[config.mk]
export PLATFORM = sky130hd
export DESIGN_NAME = offset_accumulator
export DESIGN_NICKNAME = d
export VERILOG_FILES = /design/src/rtl/acc_pkg.sv /design/src/rtl/sat_add.sv /design/src/rtl/offset_accumulator.sv
export SDC_FILE = /design/constraint.sdc
export NUM_CORES = 1
export LEC_CHECK = 0
export CORE_AREA = 2 2 45 47
export CTS_BUF_LIST = sky130_fd_sc_hd__clkbuf_4 sky130_fd_sc_hd__clkbuf_8 sky130_fd_sc_hd__clkbuf_16
export DETAILED_ROUTE_END_ITERATION = 10
export DIE_AREA = 0 0 47 49
export GPL_ROUTABILITY_DRIVEN = 0
export PLACE_DENSITY = 0.75
export REMOVE_ABC_BUFFERS = 1
export SETUP_SLACK_MARGIN = 0.02
export SLEW_MARGIN = 20
export SYNTH_ARGS = -nofsm -noshare
export SYNTH_HDL_FRONTEND = slang
export SYNTH_SLANG_ARGS = --single-unit
[constraint.sdc]
create_clock -name clk -period 2.17 [get_ports clk]
set_input_delay 0.434 -clock clk [delete_from_list [all_inputs] [get_ports clk]]
set_output_delay 0.434 -clock clk [all_outputs]
set_load 0.05 [all_outputs]
[src/rtl/acc_pkg.sv]
// Shared constants for the offset accumulator: overflow modes and the default base value.
package acc_pkg;

  localparam int unsigned ACC_WRAP = 0;
  localparam int unsigned ACC_SAT  = 1;

  localparam logic [7:0] BASE_DEFAULT = 8'hAE;

endpackage

[src/rtl/sat_add.sv]
// Combinational WIDTH+1 add of an accumulator and a zero-extended narrow sample,
// with optional clamp to all-ones when the add carries out.
module sat_add
  import acc_pkg::*;
#(
  parameter int unsigned WIDTH    = 8,
  parameter int unsigned IN_W     = 2,
  parameter int unsigned SATURATE = ACC_WRAP
) (
  input  logic [WIDTH-1:0] a,
  input  logic [IN_W-1:0]  b,
  output logic [WIDTH-1:0] result,
  output logic             carry
);

  logic [WIDTH:0] sum_ext;

  always_comb begin
    sum_ext = {1'b0, a} + {{(WIDTH + 1 - IN_W){1'b0}}, b};
    carry   = sum_ext[WIDTH];
    if (carry && (SATURATE == ACC_SAT)) begin
      result = '1;
    end else begin
      result = sum_ext[WIDTH-1:0];
    end
  end

endmodule

[src/rtl/offset_accumulator.sv]
// Registered accumulator starting from BASE; adds accepted samples with wrap or
// saturate overflow handling and reports a sticky overflow and a saturating count.
module offset_accumulator
  import acc_pkg::*;
#(
  parameter int unsigned       WIDTH    = 8,
  parameter int unsigned       IN_W     = 2,
  parameter logic [WIDTH-1:0]  BASE     = BASE_DEFAULT,
  parameter int unsigned       SATURATE = ACC_WRAP,
  parameter int unsigned       CNT_W    = 4
) (
  input  logic             clk,
  input  logic             rst_n,
  input  logic             clear,
  input  logic             in_valid,
  input  logic [IN_W-1:0]  in_data,
  output logic [WIDTH-1:0] sum_out,
  output logic [WIDTH-1:0] base_out,
  output logic             out_valid,
  output logic             overflow,
  output logic [CNT_W-1:0] count
);

  logic [WIDTH-1:0] sum_q, sum_d;
  logic [WIDTH-1:0] base_q;
  logic             valid_q, valid_d;
  logic             ovf_q, ovf_d;
  logic [CNT_W-1:0] cnt_q, cnt_d;

  logic [WIDTH-1:0] add_result;
  logic             add_carry;

  sat_add #(
    .WIDTH    (WIDTH),
    .IN_W     (IN_W),
    .SATURATE (SATURATE)
  ) u_sat_add (
    .a      (sum_q),
    .b      (in_data),
    .result (add_result),
    .carry  (add_carry)
  );

  // Clear outranks an accept; a colliding sample is dropped entirely.
  always_comb begin
    sum_d   = sum_q;
    valid_d = 1'b0;
    ovf_d   = ovf_q;
    cnt_d   = cnt_q;
    if (clear) begin
      sum_d = BASE;
      ovf_d = 1'b0;
      cnt_d = '0;
    end else if (in_valid) begin
      sum_d   = add_result;
      valid_d = 1'b1;
      ovf_d   = ovf_q | add_carry;
      if (cnt_q != '1) begin
        cnt_d = cnt_q + CNT_W'(1);
      end
    end
  end

  always_ff @(posedge clk) begin
    if (!rst_n) begin
      sum_q   <= BASE;
      base_q  <= BASE;
      valid_q <= 1'b0;
      ovf_q   <= 1'b0;
      cnt_q   <= '0;
    end else begin
      sum_q   <= sum_d;
      base_q  <= BASE;
      valid_q <= valid_d;
      ovf_q   <= ovf_d;
      cnt_q   <= cnt_d;
    end
  end

  assign sum_out   = sum_q;
  assign base_out  = base_q;
  assign out_valid = valid_q;
  assign overflow  = ovf_q;
  assign count     = cnt_q;

endmodule
After elaboration in Yosys (flattened, before gate mapping)
Index checks and enable logic that the tools add are counted.
Widths: inputs -> output; s select.
{"block": "op_classes", "add_sub_neg": 2, "n_eq_ne": 1, "mux": 1, "bitwise_logic": 2, "n_reduce_logical": 2}
{"operator": "$add 8x2->9", "count": 1}
{"operator": "$add 4x1->4 const B", "count": 1}
{"operator": "$ne 4x4->1 const B", "count": 1}
{"operator": "$reduce_and 2->1", "count": 1}
{"operator": "$reduce_or 2->1", "count": 1}
{"operator": "$mux 1", "count": 1}
{"operator": "$not 1->1", "count": 1}
{"operator": "$or 1x1->1", "count": 1}
{"block": "totals", "ff_bits": 14, "out_inout_bits": 22, "word_cells": 12}

Longest topological paths before layout
Gate-level depths: netlist of run 1.
{"block": "depth", "ltp_word": 2, "ltp_mapped": 6, "mapped_depth_nobuf": 6}

By module
Synthesis of run 1 repeated with hierarchy kept, for this count alone.
{"block": "hier_totals", "hier_cells": 83, "hier_area_um2": 757.0}
{"mod": "offset_accumulator", "n_inst": 1, "cells_each": 62, "area_per_inst_um2": 591.8, "seq_area_each_um2": 280.3}
{"mod": "sat_add", "n_inst": 1, "cells_each": 21, "area_per_inst_um2": 165.2, "seq_area_each_um2": 0.0}

Least setup slack after synthesis of run 1
OpenSTA, ideal clock, no wires.
{"block": "synth_path", "kind": "reg-to-reg", "startpoint": "register sum_q[0] (netlist: sum_out[0])", "endpoint": "register sum_q[6] (netlist: sum_out[6])", "setup_time_ps": 70, "t_arrival_ps": 1984, "slack_ps": 116, "stages_incl_launch_ff": 6, "period_less_slack_ps": 2054, "cell_sequence": "dfxtp_1 > ha_1 > inv_1 > fa_1 > or4_1 > a21oi_1"}
{"block": "synth_between", "elab_chain_cells": 1}
{"element": "start, declared", "line_no": "offset_accumulator.sv:24", "source": "logic [WIDTH-1:0] sum_q, sum_d;"}
{"element": "start signal, assigned", "line_no": "offset_accumulator.sv:72", "source": "sum_q <= sum_d;"}
{"element": "$add 8x2->9", "line_no": "sat_add.sv:19", "source": "sum_ext = {1'b0, a} + {{(WIDTH + 1 - IN_W){1'b0}}, b};"}
No other way between the ends.
A chain may end at the register's enable or synchronous reset.

Final worst setup path of run 1
{"block": "layout_path", "startpoint": "register sum_q[3] (netlist: sum_out[3])", "endpoint": "output sum_out[3]"}
{"element": "end, declared", "line_no": "offset_accumulator.sv:17", "source": "output logic [WIDTH-1:0] sum_out,"}
No word-level cell between the ends.

==> results of run 1 <==
## power by group through the flow
stage / combinational (W) / sequential [W] / clock, W
global placement: 0.000112 / 0.000275 / 0
global route: 0.000123 / 0.000270 / 0.000208
detailed placement: 0.000113 / 0.000275 / 0
CTS: 0.000113 / 0.000269 / 0.000192
finish: 0.000113 / 0.000269 / 0.000185
floorplan: 0.0000589 / 0.000294 / 0
## worst max-delay path by stage
stage / slack, ps / startpoint / end
floorplan: 120 / sum_out[0] / sum_out[6]
global placement: -9 / in_data[0] / sum_out[6]
detailed placement: -60 / in_data[0] / sum_out[6]
CTS: 140 / sum_out[3] / sum_out[3]
global route: 60 / sum_out[3] / sum_out[3]
finish: 150 / sum_out[3] / sum_out[3]
## metrics by stage
step	setup TNS, ps	power, W	instance area [sq um]
after global placement	-8.85	0.000386	926
final	0	0.000567	962
after CTS	0	0.000574	962
after floorplan	0	0.000353	679
after global routing	0	0.000601	962
after detailed placement	-61.6	0.000388	926
## Yosys cell counts, types with 2 or more instances
cell	n	area, sq um
a21oi_1	5	25.0
buf_4	9	67.6
clkbuf_1	2	7.51
conb_1	2	7.51
dfxtp_1	14	280
ha_1	3	37.5
inv_1	6	22.5
nand2_1	5	18.8
nand3_1	4	20.0
nor2_1	4	15.0
nor4_1	2	12.5
o21ai_0	5	25.0
o31ai_1	3	22.5
or4_1	3	22.5
## kinds of logic (layout without fill, tap and decap cells)
family          count (synthesis)  in the layout  synth area share
simple gates                   29             29             0.226
compound gates                 17             17             0.144
buf+inv                        17             32             0.133
flops                          14             14             0.383
fa+ha+maj                       4              4            0.0786
other cells                     2              8            0.0103
xor+xnor                        1              1            0.0120
mux                             1              1            0.0137
## sequential cells by signal, summed over array words and instances, names as in the netlist
name / flops
count: 4
overflow: 1
sum_out: 8
out_valid: 1
## per-layer routing
metal | share of wire | wire, um
met1 | 0.45 | 672
met2 | 0.50 | 752
met3 | 0.040 | 60
met4 | 0.0073 | 11
met5 | 0 | 0
## final cells by class
cell class                 count  area share
clock buffer                   4      0.0377
tap                           27      0.0351
timing repair buffer          22       0.221
multi-input combinational     60       0.391
inverter                       6      0.0234
sequential                    14       0.291
==> metrics.txt, run 1 <==
status finished clean; Worst Setup Start Kind flip-flop; multi-input logic area 377 sq um; Req. time, crit path 1740 ps; R2R Setup Slk 470 ps; layout cell share with drive strength beyond 1 0.0943; Leakage Power 0.380 nW; GR Util met2 0.260; max_cap viols 0; Unique masters post-synth 32; ANT cells 0; DP Worst Slack -61.6 ps; # Post-CTS Setup Buffers 0; P_sw 0.000169 W; Final Util 0.522; area grow syn2layout 31.5%; EDFF count, synth 0; max-slew violation count 0; slowest CP cell clkdlybuf4s50_1; fin cells 133; initial antenna violation count 0; Worst Tran Pin Value 512 ps; first-pass GRT wire length 2580 um; Site Rows 16; GR Util met1 0.172; Max Clk Rate 496 MHz; post-synthesis register bit count 14; Sequential Power Share 0.474; CORE AREA 1840 sq um; Worst path max stage delay 850 ps; Pint 0.000398 W; Total GRT Usage 0.148; DIE AREA 2300 sq um; largest net degree at the start of global routing 11; placed insts 129; post-synthesis sequential area ratio 0.383; ys async rst share 0; CTS resizes 0; vias in the first global route 621; CP Max Fanout 7; TritonCTS Buffers 3; CP top delay family buffers and inverters; Root Buffer clkbuf_4; PD cells 589 nW/um^2; Sw Share 0.298; DRC Markers 0; DR vias/cell 4.88; RR Startpoint sum_out[0]; Layout Nets 117; worst hold path endpoint overflow; CTS tree built; top_reg_cell synth dfxtp_1; maximum buffer depth of the clock tree 2; r2r worst-path depth 5; Final WS setup 154 ps; WS Path Type reg -> out; Cells after Synth 85; grt total ovfl 0; CP Buf/Inv Count 1; Port Buf Inserts 19; worst relative slew slack 0.657; Die Ht 49 um; CTS sink cnt 14; element type at the critical path end primary output; Levels on crit path 1; fin crit share 0.929; most common cell after layout, fill and taps aside clkdlybuf4s50_1; final WL 1500 um; fillers 177; Yosys warnings 0; global routing's busiest layer met2; Hold Path Stages 1; Reg area 280 sq um; number of DRC markers in iteration 0 11; worst ir drop on vdd 0.310 mV; clock slew at reported path FFs 90 ps; Clock Power Share 0.327; Final Setup Violations 0; M3 GR Usage 0.0407; reg-to-reg endpoint sum_out[6]; Hold Vio Cnt, Final 0; WP data arrival 1580 ps; DR WL/cell 11.3 um; mean area per synthesized cell 8.61 sq um; most frequent cells in the layout clkdlybuf4s50_1 (19), dfxtp_1 (14), conb_1 (8); Min Clock Period, post-route 2020 ps; final hold slack 496 ps; htree depth 1; clock latency on the worst-skew pair 270 ps; worst hold start overflow; Worst Hold Class reg -> reg; antenna-violating nets left 0; Pre-antenna DRT Iters 4; Synth Cell Area 732 sq um; via count 649; Chip Width 47 um; cts hold-fix bufs 0; RSZ-0062 raised after global routing no; I/O pin total 28; Initial Util 0.397; Comb pwr share 0.199; dpl hpwl 1130 um; worst path cell trace clkdlybuf4s50_1; clock skew 2.69 ps
Power figures use the tool's default switching activity.
==> run 2, diff against run 1 <==
clock period = 2 ns   (was 2.17 ns; I/O delays follow)
==> run 2 against run 1 <==
  * Non-clock buffer count increased by 1
  * Largest power group unchanged
  * Die area unchanged
  * Clock power increased by 9%
  * Worst setup slack got worse by 110 ps
  * Critical path type unchanged
  * Combinational power increased by 12%
  * Register-to-register slack got worse by 190 ps
==> metrics.txt, run 2 (synthesized netlist as in run 1, its figures left out) <==
status finished clean (unchanged); met3 WL post-DR 66 um (was 60 um); CTS tree built (unchanged); Hold Vio Cnt, Final 0 (unchanged); CTS sink cnt 14 (unchanged); TritonCTS Buffers 3 (unchanged); RSZ-0062 raised after global routing yes (was no); worst ir drop on vdd 0.264 mV (was 0.310 mV); Worst Tran Pin Value 505 ps (was 512 ps); dpl hpwl 1200 um (was 1130 um); WS Path Type reg -> out (unchanged); worst relative slew slack 0.663 (was 0.657); Initial Util 0.397 (unchanged); P_sw 0.000187 W (was 0.000169 W); placed insts 130 (was 129); Sw Share 0.302 (was 0.298); grt total ovfl 0 (unchanged); Root Buffer clkbuf_4 (unchanged); Total GRT Usage 0.159 (was 0.148); Worst Setup Start Kind flip-flop (unchanged); final WL 1590 um (was 1500 um); area grow syn2layout 33.5% (was 31.5%); WP data arrival 1550 ps (was 1580 ps); Leakage Power 0.404 nW (was 0.380 nW); htree depth 1 (unchanged); most frequent cells in the layout clkdlybuf4s50_1 (15), dfxtp_1 (14), conb_1 (8) (was clkdlybuf4s50_1 (19), dfxtp_1 (14), conb_1 (8)); max FFs per register 8 (unchanged); Req. time, crit path 1600 ps (was 1740 ps); Clock Power Share 0.326 (was 0.327); CP top delay family buffers and inverters (unchanged); CP Max Fanout 5 (was 7); vias in the first global route 649 (was 621); Worst path max stage delay 840 ps (was 850 ps); Chip Width 47 um (unchanged); clock skew 4.44 ps (was 2.69 ps); cts hold-fix bufs 0 (unchanged); initial antenna violation count 0 (unchanged); met1 WL 688 um (was 672 um); fin crit share 0.975; ANT cells 0 (unchanged); Comb pwr share 0.203 (was 0.199); max_cap viols 0 (unchanged); most common cell after layout, fill and taps aside clkdlybuf4s50_1 (unchanged); fin cells 134 (was 133); maximum buffer depth of the clock tree 2 (unchanged); largest net degree at the start of global routing 11 (unchanged); met2 WL 836 um (was 752 um); Worst Hold Class reg -> reg (unchanged); Site Rows 16 (unchanged); CP Buf/Inv Count 1 (unchanged); number of DRC markers in iteration 0 6 (was 11); DR vias/cell 4.84 (was 4.88); Layout Nets 118 (was 117); max-slew violation count 0 (unchanged); DR WL/cell 11.9 um (was 11.3 um); DIE AREA 2300 sq um (unchanged); worst path cell trace clkdlybuf4s50_1 (unchanged); slowest CP cell clkdlybuf4s50_1 (unchanged); Die Ht 49 um (unchanged); Port Buf Inserts 19 (unchanged); Pre-antenna DRT Iters 4 (unchanged); clock slew at reported path FFs 90 ps (about the same); Sequential Power Share 0.471 (was 0.474); element type at the critical path end primary output (unchanged); CORE AREA 1840 sq um (unchanged); via count 648 (was 649); Pint 0.000433 W (was 0.000398 W); total negative slack 0 ps (unchanged); first-pass GRT wire length 2730 um (was 2580 um); clock latency on the worst-skew pair 280 ps (was 270 ps); top routing layer in use met3 (was met4); I/O pin total 28 (unchanged); DRC Markers 0 (unchanged); PD cells 634 nW/um^2 (was 589 nW/um^2); Max Clk Rate 513 MHz; layout cell share with drive strength beyond 1 0.140 (was 0.0943); Min Clock Period, post-route 1950 ps; Final Setup Violations 0 (unchanged); antenna-violating nets left 0 (unchanged)
-- run 2: timing repair --
item / 4_1_cts / 5_1_grt
resized for setup: 0 / 4
setup endpoints to repair: 0 / 3
buffers inserted: 0 / 0
-- run 2: per-layer routing --
| metal | up-vias | track usage |
|---|---|---|
| met5 | - | 0 |
| met4 | 0 | 0.0648 |
| met3 | 0 | 0.0407 |
| met2 | 14 | 0.256 |
| met1 | 305 | 0.196 |
| li1 | 329 | - |
-- run 2: area by class of cell --
| cell class | count | area (sq um) |
|---|---|---|
| fillers | 180 | 865 |
| inverters | 6 | 22.5 |
| clock buffers | 4 | 36.3 |
| flip-flops and latches | 14 | 280 |
| multi-input cells | 60 | 384 |
| repair buffers | 23 | 220 |
| well taps | 27 | 33.8 |
-- run 2: power groups by stage --
stage | registers [W] | logic (W) | clock network, W
4_1_cts | 0.000292 | 0.000125 | 0.000212
3_3_place_gp | 0.000298 | 0.000122 | 0
6_report | 0.000292 | 0.000126 | 0.000202
3_5_place_dp | 0.000298 | 0.000124 | 0
5_1_grt | 0.000293 | 0.000137 | 0.000216
2_1_floorplan | 0.000319 | 0.0000639 | 0
-- run 2: per-stage QoR --
stage	power, W	hold slack [ps]	setup WS (ps)	util	instance area (sq um)
floorplan	0.000382	549	-54.6	-	679
global placement	0.000420	472	-146	0.504	928
detailed placement	0.000423	475	-212	0.504	928
CTS	0.000628	500	51.3	0.524	965
global route	0.000646	525	21.7	0.531	977
finish	0.000620	498	49.0	0.531	977
-- run 2: final timing paths --
check / slack (ps) / startpoint / end / cells after the start
max reg2reg: 280 / sum_out[0] / sum_out[6] / 5
min: 500 / overflow / overflow / 1
min reg2reg: 500 / overflow / overflow / 1
max: 50 / sum_out[6] / sum_out[6] / 1
==> run 3, diff against run 2 <==
CAP_MARGIN = 5   (was default)
CORE_AREA = 2 2 46 48   (was 2 2 45 47)
CTS_BUF_LIST = default   (was sky130_fd_sc_hd__clkbuf_4 sky130_fd_sc_hd__clkbuf_8 sky130_fd_sc_hd__clkbuf_16)
DIE_AREA = 0 0 48 50   (was 0 0 47 49)
PLACE_DENSITY = 0.73   (was 0.75)
SYNTH_HIERARCHICAL = 1   (was default)
==> run 3 against run 2 <==
  * Fmax rose by 1.3%
  * Utilization fell by 0.95 points
  * Final area up 1.4%
  * Synthesized cell count fell by 2.4%
  * Critical path depth unchanged
  * Worst hold slack worse by 1.4 ps
  * Critical path type unchanged
  * Largest power group unchanged
==> metrics.txt, run 3 <==
status finished clean (unchanged); max FFs per register 8 (unchanged); WS Path Type reg -> out (unchanged); clock slew at reported path FFs 90 ps (about the same); fin cells 132 (was 134); Comb pwr share 0.212 (was 0.203); DR WL/cell 11.0 um (was 11.9 um); EDFF count, synth 0 (unchanged); CTS sink cnt 14 (unchanged); Chip Width 48 um (was 47 um); Area contributors post-synth dfxtp_1 (37%), mux2i_1 (11%), buf_4 (8.9%), xnor2_1 (5.8%), ha_1 (5.0%) (was dfxtp_1 (38%), buf_4 (9.2%), ha_1 (5.1%), a21oi_1 (3.4%), o21ai_0 (3.4%)); Layout Nets 116 (was 118); DIE AREA 2400 sq um (was 2300 sq um); Root Buffer clkbuf_4 (unchanged); ys async rst share 0 (unchanged); Synth top cells by count dfxtp_1 (14), buf_4 (9), mux2i_1 (8) (was dfxtp_1 (14), buf_4 (9), inv_1 (6)); initial antenna violation count 0 (unchanged); Final Setup Violations 0 (unchanged); post-synthesis sequential area ratio 0.370 (was 0.383); top_reg_cell synth dfxtp_1 (unchanged); maximum buffer depth of the clock tree 2 (unchanged); Pint 0.000442 W (was 0.000433 W); clock latency on the worst-skew pair 280 ps (about the same); Synth area leader dfxtp_1 (unchanged); fillers 180 (unchanged); clock skew 0.439 ps (was 4.44 ps); I/O pin total 28 (unchanged); Req. time, crit path 1600 ps (about the same); number of DRC markers in iteration 0 14 (was 6); Sw Share 0.301 (was 0.302); CORE AREA 1900 sq um (was 1840 sq um); worst path cell trace clkdlybuf4s50_1 (unchanged); Min Clock Period, post-route 1930 ps (was 1950 ps); Site Rows 16 (unchanged); Worst Setup Start Kind flip-flop (unchanged); Leakage Power 0.484 nW (was 0.404 nW); cts hold-fix bufs 0 (unchanged); CP top delay family buffers and inverters (unchanged); vias in the first global route 559 (was 649); htree depth 1 (unchanged); layout cell share with drive strength beyond 1 0.0952 (was 0.140); Unique masters post-synth 27 (was 32); slowest CP cell clkdlybuf4s50_1 (unchanged); Total GRT Usage 0.135 (was 0.159); area grow syn2layout 30.9% (was 33.5%); CTS tree built (unchanged); WP data arrival 1530 ps (was 1550 ps); CP Max Fanout 5 (unchanged); mean area per synthesized cell 9.12 sq um (was 8.61 sq um); worst relative slew slack 0.657 (was 0.663); max_cap viols 0 (unchanged); ANT cells 0 (unchanged); Pre-antenna DRT Iters 4 (unchanged); RSZ-0062 raised after global routing no (was yes); TritonCTS Buffers 3 (unchanged); Yosys top cell area share 0.370 (was 0.383); Cells after Synth 83 (was 85); top-count cell post-synth dfxtp_1 (unchanged); final instance area 991 sq um (was 977 sq um); Hold Vio Cnt, Final 0 (unchanged); Synth Cell Area 757 sq um (was 732 sq um); largest net degree at the start of global routing 10 (was 11); Clock Power Share 0.324 (was 0.326); Worst Tran Pin Value 513 ps (was 505 ps); dpl hpwl 1130 um (was 1200 um); CP Buf/Inv Count 1 (unchanged); most frequent cells in the layout clkdlybuf4s50_1 (15), dfxtp_1 (14), mux2i_1 (8), conb_1 (8), nand2_1 (6) (was clkdlybuf4s50_1 (15), dfxtp_1 (14), conb_1 (8)); final WL 1450 um (was 1590 um); Sequential Power Share 0.464 (was 0.471); total negative slack 0 ps (unchanged); via count 614 (was 648); placed instance area 950 sq um (was 928 sq um); Worst Hold Class reg -> reg (unchanged); PD cells 638 nW/um^2 (was 634 nW/um^2); Initial Util 0.398 (was 0.397); DRC Markers 0 (unchanged); Port Buf Inserts 19 (unchanged); first-pass GRT wire length 2330 um (was 2730 um); grt total ovfl 0 (unchanged); Max Clk Rate 519 MHz (was 513 MHz); # Post-CTS Setup Buffers 0 (unchanged); most common cell after layout, fill and taps aside clkdlybuf4s50_1 (unchanged); worst ir drop on vdd 0.370 mV (was 0.264 mV); element type at the critical path end primary output (unchanged); max-slew violation count 0 (unchanged); Final Util 0.521 (was 0.531); Die Ht 50 um (was 49 um); antenna-violating nets left 0 (unchanged); post-synthesis register bit count 14 (unchanged); fin crit share 0.963 (was 0.975); P_sw 0.000190 W (was 0.000187 W); placed insts 128 (was 130); DR vias/cell 4.65 (was 4.84); Yosys warnings 6 (was 0); Worst path max stage delay 830 ps (was 840 ps)
==> run 3: what timing repair did <==
item / 4_1_cts / 5_1_grt
setup endpoints to repair: 0 / 2
gates resized for setup: 0 / 2
endpoints found under the hold margin: 0 / 0
==> run 3: final cells by class <==
type,instances,area (sq um),share of cell area
Inverter,5,18.8,0.0189
Sequential cell,14,280,0.283
Multi-Input combinational cell,60,409,0.413
Clock buffer,4,36.3,0.0366
Timing Repair Buffer,22,213,0.215
Tap cell,27,33.8,0.0341
==> run 3: metal layers <==
metal	wire, um	up-vias	global-route usage
met4	16	0	0.0676
met2	775	13	0.231
met3	38	2	0.0220
met5	0	-	0
met1	623	293	0.153
li1	-	306	-
==> run 3: power groups by stage <==
stage | clock network, W | registers (W) | logic (W)
global route | 0.000220 | 0.000294 | 0.000145
finish | 0.000205 | 0.000293 | 0.000134
detailed placement | 0 | 0.000300 | 0.000135
CTS | 0.000209 | 0.000293 | 0.000135
floorplan | 0 | 0.000320 | 0.0000719
global placement | 0 | 0.000299 | 0.000133
==> run 3: final timing paths <==
check,startpoint,depth (start not counted),slack [ps],end
worst max register to register,sum_out[0],7,360,sum_out[6]
worst max-delay path,count[0],1,70,count[0]
worst min register to register,overflow,2,500,overflow
worst min-delay path,overflow,2,500,overflow
==> run 3: through the flow <==
step | total power [W] | hold WS (ps) | setup WS [ps]
6_report | 0.000632 | 497 | 73.4
5_1_grt | 0.000660 | 528 | 43.0
4_1_cts | 0.000637 | 496 | 56.7
3_5_place_dp | 0.000434 | 476 | -140
3_3_place_gp | 0.000432 | 473 | -99.7
2_1_floorplan | 0.000392 | 527 | 49.2
==> run 3: logic make-up after synthesis <==
family                     after synthesis  share of synthesized area
DFF                                     14                      0.370
buffers and inverters                   15                      0.119
muxes                                    8                      0.106
xor gates and xnor gates                 6                     0.0694
adders and majority gates                4                     0.0760
AOI/OAI and AO/OA                        9                     0.0694
other                                    2                    0.00992
and+or+nand+nor                         25                      0.180
